<file path="src/rtl/mp_cache_tag_ctrl_pkg.sv">
// Shared constants and types for the cache tag SRAM port controller.
package mp_cache_tag_pkg;

  localparam int IDX_W   = 4;
  localparam int TAG_W   = 22;
  localparam int ENTRIES = 1 << IDX_W;
  localparam int WORD_W  = TAG_W + 2;

  typedef struct packed {
    logic             v;
    logic             d;
    logic [TAG_W-1:0] tag;
  } tag_entry_t;

  typedef enum logic [1:0] {
    INIT,
    DISARM,
    RUN
  } tag_state_t;

endpackage

</file>
<file path="src/rtl/mp_cache_tag_ctrl_if.sv">
// Request/response bundle between the cache pipeline and the tag controller.
import mp_cache_tag_pkg::*;

interface mp_cache_tag_ctrl_if;
  logic             req_valid;
  logic             req_ready;
  logic             req_we;
  logic [IDX_W-1:0] req_idx;
  logic [TAG_W-1:0] req_tag;
  logic             req_v;
  logic             req_d;
  logic             rsp_valid;
  logic             rsp_stall;
  logic             rsp_hit;
  logic             rsp_v;
  logic             rsp_d;
  logic [TAG_W-1:0] rsp_tag;

  modport master (
    output req_valid, req_we, req_idx, req_tag, req_v, req_d, rsp_stall,
    input  req_ready, rsp_valid, rsp_hit, rsp_v, rsp_d, rsp_tag
  );

  modport slave (
    input  req_valid, req_we, req_idx, req_tag, req_v, req_d, rsp_stall,
    output req_ready, rsp_valid, rsp_hit, rsp_v, rsp_d, rsp_tag
  );
endinterface

</file>
<file path="src/rtl/mp_cache_tag_ctrl.sv">
// Port controller for the 16-entry tag SRAM macro: clear sweep after reset or
// flush, lookup/update requests, and a disarm read that stops the macro from
// repeating a latched write while the port sits idle.
//
//   state  | meaning
//   INIT   | writing zero to entry cnt, one entry per cycle
//   DISARM | read of the last entry to drop the macro's latched write enable
//   RUN    | accepting requests
import mp_cache_tag_pkg::*;

module mp_cache_tag_ctrl (
  input  logic              clk,
  input  logic              rst,
  input  logic              flush,
  mp_cache_tag_ctrl_if.slave bus,
  output logic              busy,
  output logic              sram_csb,
  output logic              sram_web,
  output logic [IDX_W-1:0]  sram_addr,
  output logic [WORD_W-1:0] sram_din,
  input  logic [WORD_W-1:0] sram_dout
);

  tag_state_t       state, state_nx;
  logic [IDX_W-1:0] cnt;
  logic [IDX_W-1:0] last_idx;
  logic             wr_pend;
  logic             rsp_valid_q;
  logic [TAG_W-1:0] cmp_tag;
  logic             accept;
  tag_entry_t       rd_entry;

  assign bus.req_ready = !rst && (state == RUN) && !flush && !(rsp_valid_q && bus.rsp_stall);
  assign accept        = bus.req_valid && bus.req_ready;

  // Read data comes straight off the macro; it stays put while csb is high.
  assign rd_entry      = tag_entry_t'(sram_dout);
  assign bus.rsp_valid = rsp_valid_q;
  assign bus.rsp_v     = rd_entry.v;
  assign bus.rsp_d     = rd_entry.d;
  assign bus.rsp_tag   = rd_entry.tag;
  assign bus.rsp_hit   = rd_entry.v && (rd_entry.tag == cmp_tag);

  // Next state and SRAM pin drive; pins default to an idle port.
  always_comb begin
    state_nx  = state;
    sram_csb  = 1'b1;
    sram_web  = 1'b1;
    sram_addr = '0;
    sram_din  = '0;
    busy      = 1'b1;
    if (!rst) begin
      busy = (state != RUN);
      case (state)
        INIT: begin
          sram_csb  = 1'b0;
          sram_web  = 1'b0;
          sram_addr = cnt;
          if (cnt == {IDX_W{1'b1}}) state_nx = DISARM;
        end
        DISARM: begin
          sram_csb  = 1'b0;
          sram_addr = {IDX_W{1'b1}};
          state_nx  = RUN;
        end
        RUN: begin
          if (accept) begin
            sram_csb  = 1'b0;
            sram_web  = !bus.req_we;
            sram_addr = bus.req_idx;
            sram_din  = {bus.req_v, bus.req_d, bus.req_tag};
          end else if (wr_pend) begin
            sram_csb  = 1'b0;
            sram_addr = last_idx;
          end
        end
        default: state_nx = INIT;
      endcase
      if (flush) state_nx = INIT;
    end
  end

  // State register, sweep counter, pending-write tracking and response flag.
  always_ff @(posedge clk) begin
    if (rst) begin
      state       <= INIT;
      cnt         <= '0;
      last_idx    <= '0;
      wr_pend     <= 1'b0;
      rsp_valid_q <= 1'b0;
      cmp_tag     <= '0;
    end else begin
      state <= state_nx;

      if (flush)              cnt <= '0;
      else if (state == INIT) cnt <= cnt + 1'b1;

      // Any accepted access or the disarm read itself clears the latch.
      if (flush)       wr_pend <= 1'b0;
      else if (accept) wr_pend <= bus.req_we;
      else             wr_pend <= 1'b0;

      if (accept && bus.req_we)  last_idx <= bus.req_idx;
      if (accept && !bus.req_we) cmp_tag  <= bus.req_tag;

      if (flush)                      rsp_valid_q <= 1'b0;
      else if (accept && !bus.req_we) rsp_valid_q <= 1'b1;
      else if (!bus.rsp_stall)        rsp_valid_q <= 1'b0;
    end
  end

endmodule

</file>
<file path="src/flat_wrapper.sv">
// flat-port wrapper written by rule: the top's interface ports become plain ports
module mp_cache_tag_ctrl_flat 
  (clk, rst, flush, busy, sram_csb, sram_web, sram_addr, sram_din, sram_dout, bus_req_valid, bus_req_we, bus_req_idx, bus_req_tag, bus_req_v, bus_req_d, bus_rsp_stall, bus_req_ready, bus_rsp_valid, bus_rsp_hit, bus_rsp_v, bus_rsp_d, bus_rsp_tag);
  mp_cache_tag_ctrl_if bus_i ();
  input  logic clk;
  input  logic rst;
  input  logic flush;
  output logic busy;
  output logic sram_csb;
  output logic sram_web;
  output logic [IDX_W-1:0] sram_addr;
  output logic [WORD_W-1:0] sram_din;
  input  logic [WORD_W-1:0] sram_dout;
  input wire logic [$bits(bus_i.req_valid)-1:0] bus_req_valid;
  input wire logic [$bits(bus_i.req_we)-1:0] bus_req_we;
  input wire logic [$bits(bus_i.req_idx)-1:0] bus_req_idx;
  input wire logic [$bits(bus_i.req_tag)-1:0] bus_req_tag;
  input wire logic [$bits(bus_i.req_v)-1:0] bus_req_v;
  input wire logic [$bits(bus_i.req_d)-1:0] bus_req_d;
  input wire logic [$bits(bus_i.rsp_stall)-1:0] bus_rsp_stall;
  output wire logic [$bits(bus_i.req_ready)-1:0] bus_req_ready;
  output wire logic [$bits(bus_i.rsp_valid)-1:0] bus_rsp_valid;
  output wire logic [$bits(bus_i.rsp_hit)-1:0] bus_rsp_hit;
  output wire logic [$bits(bus_i.rsp_v)-1:0] bus_rsp_v;
  output wire logic [$bits(bus_i.rsp_d)-1:0] bus_rsp_d;
  output wire logic [$bits(bus_i.rsp_tag)-1:0] bus_rsp_tag;
  assign bus_i.req_valid = bus_req_valid;
  assign bus_i.req_we = bus_req_we;
  assign bus_i.req_idx = bus_req_idx;
  assign bus_i.req_tag = bus_req_tag;
  assign bus_i.req_v = bus_req_v;
  assign bus_i.req_d = bus_req_d;
  assign bus_i.rsp_stall = bus_rsp_stall;
  assign bus_req_ready = bus_i.req_ready;
  assign bus_rsp_valid = bus_i.rsp_valid;
  assign bus_rsp_hit = bus_i.rsp_hit;
  assign bus_rsp_v = bus_i.rsp_v;
  assign bus_rsp_d = bus_i.rsp_d;
  assign bus_rsp_tag = bus_i.rsp_tag;
  mp_cache_tag_ctrl u_core (.clk(clk), .rst(rst), .flush(flush), .bus(bus_i), .busy(busy), .sram_csb(sram_csb), .sram_web(sram_web), .sram_addr(sram_addr), .sram_din(sram_din), .sram_dout(sram_dout));
endmodule
</file>
<file path="config.mk">
export PLATFORM = sky130hd
export DESIGN_NAME = mp_cache_tag_ctrl_flat
export DESIGN_NICKNAME = d
export VERILOG_FILES = /design/src/rtl/mp_cache_tag_ctrl_pkg.sv /design/src/rtl/mp_cache_tag_ctrl_if.sv /design/src/rtl/mp_cache_tag_ctrl.sv /design/src/flat_wrapper.sv
export SDC_FILE = /design/constraint.sdc
export NUM_CORES = 1
export LEC_CHECK = 0
export CAP_MARGIN = 30
export CORE_MARGIN = 2
export CORE_UTILIZATION = 38
export DETAILED_ROUTE_END_ITERATION = 12
export PLACE_DENSITY = 0.81
export REMOVE_ABC_BUFFERS = 1
export SYNTH_ARGS = -nofsm -noshare
export SYNTH_HDL_FRONTEND = slang
export SYNTH_SLANG_ARGS = --single-unit
</file>
<file path="constraint.sdc">
create_clock -name clk -period 1.8 [get_ports clk]
set_input_delay 0.36 -clock clk [delete_from_list [all_inputs] [get_ports clk]]
set_output_delay 0.36 -clock clk [all_outputs]
set_load 0.01 [all_outputs]
</file>
==> metrics.md, run 1 <==
| Metric | Value |
|---|---|
| Cell Area, Synth | `~2000 sq um` |
| CP bufs+invs | `1` |
| CP Capture Type | `output port` |
| Final Instance Area | `3632 sq um` |
| Drt drc | `0` |
| Final period utilization | `111.0%` |
| Register area share after synthesis | `34.09%` |
| Worst Clk Skew | `0.006974 ns` |
| Pin count of the biggest net entering global routing | `25` |
| Yosys reg bits | `34` |
| Cells after Synth | `257` |
| Largest family of logic cells by synthesized area | `simple AND/OR/NAND/NOR gates` |
| Family with the most delay on the worst path | `simple AND/OR/NAND/NOR gates` |
| Layout cells sized above 1 | `35.23%` |
| Max-slew violation count | `0` |
| Xor and xnor area share after synthesis | `a little under an eighth` |
| DIE WIDTH | `76.49 um` |
| Core area | `5075 sq um` |
| Worst skew pair latency | `0.29 ns` |
| Slew @ Worst Pin | `0.2930 ns` |
| Number of global-route vias before repair | `2152` |
| Top cells by area, synth | `dfxtp_1 (34%), nand2_1 (11%), buf_4 (9.0%)` |
| Post-synth cell types | `28` |
| Fmax achieved | `500.3 MHz` |
| Worst path slowest cell | `dfxtp_4` |
| Hold slack | `0.3386 ns` |
| RePlAce Congestion | `roughly 0.83` |
| Pleak | `1.522 nW` |
| Unrepaired setup endpoints after global routing | `yes` |
| Clk slew on worst S/H paths | `0.07 ns` |
| Max stage delay on crit path | `0.36 ns` |
| CTS Buf Count | `5` |
| # setup viols final | `29` |
| Commonest non-fill, non-tap cell in the layout | `clkdlybuf4s50_1` |
| Hold Crit Class | `input pin to register` |
| CTS HTree Levels | `2` |
| Mapped Avg Cell Area | `7.770 sq um` |
| Status | `complete, but fails checks` |
| Most frequent cells in the layout | `clkdlybuf4s50_1 (60), nand2_1 (57), buf_4 (35)` |
| Drt wl/cell | `15.59 um` |
| YS warnings | `0` |
| Die area | `about 5900 sq um` |
| TritonCTS clock tree | `yes` |
| First-pass GRT wire length | `10.21 mm` |
| Maximum buffer depth of the clock tree | `2` |
| Top cell type's share of synthesized area | `34.09%` |
| Max-slew headroom | `80.30%` |
| Failing checks | `setup timing` |
| Initial antenna violation count | `0` |
| Drt pass-1 iters | `5` |
| Minimum clock period | `around 2.0 ns` |
| Post-route ant nets | `0` |
| Post-detail-place hpwl | `4.685 mm` |
| Initial DRC count | `65` |
| Avg Vias per Cell | `between 4 and 5` |
| DR vias | `2204` |
| Final hold viol count | `0` |
| Area grow syn2layout | `81.89%` |
| Critical path required time | `1.44 ns` |
| Root Buffer | `clkbuf_8` |
| Crit path cell chain | `xor2_2 -> nor4_2 -> nand4_1 -> nor3_2 -> buf_2` |
| Startpoint types | `register` |
| Setup WS post-layout | `-0.1987 ns` |
| ANT cells | `0` |
| Nets | `between 400 and 500` |
| Post-route insts no fill | `456` |
| Setup CP Type | `register to output port` |
| Worst vdd ir | `0.4541 mV` |
| MaxCap Viol Count | `0` |
| Mux cell area share after synthesis | `0.5013%` |
| Initial Utilization | `39.35%` |
| Pwr dens | `439.6 nW/um^2` |
| Area leader, netlist | `dfxtp_1` |
| Die height | `around 76 um` |
| Overflow after GRT | `0` |
| WP data arrival | `1.64 ns` |
| Synth Area in Simple Gates | `a little over a quarter` |
| Placed inst area | `3219 sq um` |
| Compound-Gate Fraction of Synth Area | `11.59%` |
| Core Rows | `26` |
| Crit-path max FO | `2` |
| Aggregate routed wire length | `7.110 mm` |
| Io pins | `roughly 120` |
| Dpl cells | `439` |
| CTS sink cnt | `34` |
| Adder-Cell Fraction of Synth Area | `less than 1%` |
| PortBufs | `113` |
| GRT Overall Usage | `21.26%` |
path summary, 6_finish.rpt:
check / endpoint / startpoint / slack [ns] / depth (start not counted)
setup / recovery: bus_rsp_hit / u_core.cmp_tag[15] / -0.20 / 5
hold / removal: u_core.bus.rsp_valid / bus_rsp_stall / 0.34 / 3
setup reg to reg: u_core.last_idx[1] / u_core.bus.rsp_valid / 0.26 / 8
hold reg to reg: u_core.state[0] / u_core.cnt[3] / 0.47 / 2
worst min-delay path, delay by kind of cell:
family	cells	cell delay [ns]
buf+inv	1	0.11
compound gates	1	0.05
simple gates	1	0.07
cell families (layout without fill, tap and decap cells):
| family | Yosys count | count (layout) |
|---|---|---|
| xor+xnor | 26 | 26 |
| simple gates | 114 | 114 |
| fa+ha+maj | 1 | 1 |
| compound gates | 40 | 40 |
| buf+inv | 41 | 170 |
| mux | 1 | 1 |
| flops | 34 | 34 |
layer usage:
layer	track usage (%)	up-vias	part of all wire (%)
met2	39.56	96	54
met5	0	-	0
met3	5.806	14	5.6
met4	8.182	0	1.8
li1	-	1079	-
met1	22.65	1015	38
state kept, by name, summed over array words and instances (netlist names):
register,flops
u_core.bus.rsp_valid,1
u_core.cmp_tag,22
u_core.cnt,4
u_core.last_idx,4
u_core.state,2
u_core.wr_pend,1
repair_timing:
action	in CTS	in global routing
hold buffers	0	0
gates resized for setup	179	69
gates cloned	2	2
setup endpoints to repair	34	35
buffers inserted	2	5
pin swaps	14	25
final cells by class:
| type | instances | area (sq um) |
|---|---|---|
| flip-flops and latches | 34 | 690.7 |
| well taps | 70 | 87.58 |
| clock buffers | 5 | 68.82 |
| multi-input cells | 182 | 1194 |
| clock inverters | 2 | 10.01 |
| fillers | 381 | 1443 |
| repair buffers | 160 | 1570 |
| inverters | 3 | 11.26 |
report_power, final:
group | switching, mW | internal [mW]
clock network | 0.272 | 0.259
logic | 0.116 | 0.194
registers | 0.00248 | 0.753
total | 0.391 | 1.21
cell usage after synthesis, drive strengths merged:
cell and number:
mux2i 1, a211oi 1, nand4 6, inv 3, dfxtp 34, o311ai 3, nor4 3, or2 1
xnor2 9, and3 1, o21ai 5, o31ai 2, ha 1, nand2 61, and4 1, and2 25
xor2 17, nor2b 1, nor2 8, a21oi 29, buf 33, nand3 4, clkbuf 5, nor3 3
per-stage QoR:
step	worst slack, ns	setup TNS (ns)	utilization [%]	power (mW)
2_1_floorplan	-0.1878	-2.834	-	0.8098
3_3_place_gp	-0.8289	-26.15	63.44	1.081
3_5_place_dp	-0.8820	-28.10	63.44	1.083
4_1_cts	-0.1884	-4.279	64.84	1.592
5_1_grt	-0.3054	-5.343	71.57	1.646
6_report	-0.1987	-4.305	71.57	1.597
(Power assumes the default switching activity.)
==> run 2, diff against run 1 <==
- ABC_CLOCK_PERIOD_IN_PS: default -> 1800
==> results of run 2 <==
Final layout, timing and power as in run 1 (identical DEF).
==> run 3, diff against run 2 <==
- MAX_ROUTING_LAYER: default -> met4
==> metrics.md, run 3 (synthesis results as in run 1) <==
| Metric | Value |
|---|---|
| Flop-to-flop setup slack | `0.27 ns (about the same)` |
| Worst skew pair latency | `0.29 ns (about the same)` |
| Setup WS post-layout | `-0.1999 ns (-0.001232 ns)` |
| Commonest non-fill, non-tap cell in the layout | `clkdlybuf4s50_1` |
| Layout cells sized above 1 | `35.23% (unchanged)` |
| Root Buffer | `clkbuf_8` |
| Drt drc | `0 (unchanged)` |
| # setup viols final | `28 (-3.4%)` |
| CTS Buf Count | `5 (unchanged)` |
| Max reg flops | `22 (unchanged)` |
| Top reg by flops | `u_core.cmp_tag` |
| Most frequent cells in the layout | `clkdlybuf4s50_1 (60), nand2_1 (57), buf_4 (35)` |
| Worst vdd ir | `0.4529 mV (-0.27%)` |
| Final hold viol count | `0 (unchanged)` |
| Pleak | `1.522 nW (unchanged)` |
| Unrepaired setup endpoints after global routing | `yes` |
| Post-route setup TNS | `-4.237 ns (+0.06867 ns)` |
| Post-detail-place hpwl | `4.685 mm (unchanged)` |
| Reg2reg start | `u_core.bus.rsp_valid` |
| ANT cells | `0 (unchanged)` |
| Area grow syn2layout | `81.89% (unchanged)` |
| Hold Crit Class | `input pin to register` |
| Max stage delay on crit path | `0.36 ns (about the same)` |
| Aggregate routed wire length | `7.083 mm (-0.38%)` |
| Hold endpoint | `u_core.bus.rsp_valid` |
| Avg Vias per Cell | `4.838 (about the same)` |
| Hold depth | `3 (unchanged)` |
| Largest regs | `u_core.cmp_tag: 22 flops, u_core.cnt: 4 flops, u_core.last_idx: 4 flops` |
| Worst Clk Skew | `0.006530 ns (-0.0004441 ns)` |
| Worst path slowest cell | `dfxtp_4` |
| Status | `complete, but fails checks` |
| Final Instance Area | `3632 sq um (unchanged)` |
| Minimum clock period | `2.000 ns (+0.001232 ns)` |
| First-pass GRT wire length | `10.23 mm (+0.13%)` |
| WP data arrival | `1.64 ns (about the same)` |
| CTS sink cnt | `34 (unchanged)` |
| Pwr dens | `438.5 nW/um^2 (-0.26%)` |
| MaxCap Viol Count | `0 (unchanged)` |
| Initial Utilization | `39.35% (unchanged)` |
| RePlAce Congestion | `0.8377 (+1.5%)` |
| Reg area | `690.7 sq um (unchanged)` |
| Core Rows | `26 (unchanged)` |
| Slew @ Worst Pin | `0.3009 ns (+0.007913 ns)` |
| Min-delay src | `bus_rsp_stall` |
| Critical path required time | `1.44 ns (about the same)` |
| Core area | `5075 sq um (unchanged)` |
| Crit-path max FO | `2 (unchanged)` |
| Pin count of the biggest net entering global routing | `25 (unchanged)` |
| Final period utilization | `111.1% (about the same)` |
| Io pins | `116 (unchanged)` |
| Placed inst area | `3219 sq um (unchanged)` |
| PortBufs | `113 (unchanged)` |
| Initial DRC count | `63 (-3.1%)` |
| Die height | `76.49 um (unchanged)` |
| Initial antenna violation count | `0 (unchanged)` |
| Overflow after GRT | `0 (unchanged)` |
| Clk slew on worst S/H paths | `0.07 ns (about the same)` |
| CTS Hold Bufs | `0 (unchanged)` |
| Startpoint types | `register` |
| CTS HTree Levels | `2 (unchanged)` |
| Nets | `445 (unchanged)` |
| Post-route ant nets | `0 (unchanged)` |
| Filler cells | `381 (unchanged)` |
| Failing checks | `setup timing` |
| CP Capture Type | `output port` |
| Setup CP Type | `register to output port` |
| GRT Overall Usage | `21.89% (+0.63 points)` |
| DIE WIDTH | `76.49 um (unchanged)` |
| Number of global-route vias before repair | `2152 (unchanged)` |
| Max-slew headroom | `79.77% (-0.53 points)` |
| Worst reg-to-reg path cell count | `8 (unchanged)` |
| Die area | `5851 sq um (unchanged)` |
| Maximum buffer depth of the clock tree | `2 (unchanged)` |
| Fmax achieved | `500.0 MHz (about the same)` |
| Drt wl/cell | `15.53 um (-0.38%)` |
| Crit path cell chain | `xor2_2 -> nor4_2 -> nand4_1 -> nor3_2 -> buf_2` |
| Max-slew violation count | `0 (unchanged)` |
| Area of the multi-input gates | `1194 sq um (unchanged)` |
| TritonCTS clock tree | `yes` |
| FF-to-FF End | `u_core.last_idx[1]` |
| DR vias | `2206 (+0.091%)` |
| Drt pass-1 iters | `4 (-1)` |
## run 3: worst max-delay path by stage
stage,start,endpoint,slack (ns),depth (start not counted)
floorplan,u_core.state[1],sram_addr[0],-0.19,4
global placement,sram_dout[15],bus_rsp_hit,-0.83,6
detailed placement,sram_dout[15],bus_rsp_hit,-0.88,6
CTS,u_core.cmp_tag[10],bus_rsp_hit,-0.19,5
global route,u_core.cmp_tag[5],bus_rsp_hit,-0.31,5
finish,u_core.cmp_tag[15],bus_rsp_hit,-0.20,5
## run 3: power breakdown
group	switching [mW]	leakage, nW	internal, mW	total, mW
clock network	0.268	0.0438	0.259	0.528
logic	0.116	1.20	0.194	0.310
registers	0.00249	0.277	0.753	0.755
total	0.386	1.52	1.21	1.59
## run 3: cell type report
type / count / share of cell area [%]
clock buffer: 5 / 1.895
clock inverter: 2 / 0.2756
inverter: 3 / 0.3100
multi-input combinational: 182 / 32.86
sequential: 34 / 19.01
tap: 70 / 2.411
timing repair buffer: 160 / 43.23
## run 3: critical path, delay by kind of cell (launching register included)
family	cells	cell delay, ns
and+or+nand+nor	3	0.68
DFF	1	0.36
buffers and inverters	1	0.16
xor gates and xnor gates	1	0.15
## run 3: timing repair
action                                  CTS  global route
gates cloned                              2             2
endpoints found under the hold margin     0             0
buffers inserted                          2             5
pin swaps                                14            25
endpoints found under the setup margin   34            35
gates resized for setup                 179            69
## run 3: metal layers
layer  up-vias  share of wire [%]  GRT usage [%]
li1       1082                  -              -
met1      1017                 38          23.23
met2        94                 54          39.56
met3        13                5.6          4.976
met4         0                2.0          8.182
met5         -                  0              -
## run 3: through the flow
stage	power (mW)	instances	setup WS (ns)	util [%]	hold slack [ns]
after floorplan	0.8098	219	-0.1878	-	0.4291
after global placement	1.081	439	-0.8289	63.44	0.4492
after detailed placement	1.083	439	-0.8820	63.44	0.4566
after CTS	1.592	449	-0.1884	64.84	0.4668
after global routing	1.646	456	-0.3054	71.57	0.3750
final	1.593	456	-0.1999	71.57	0.3417
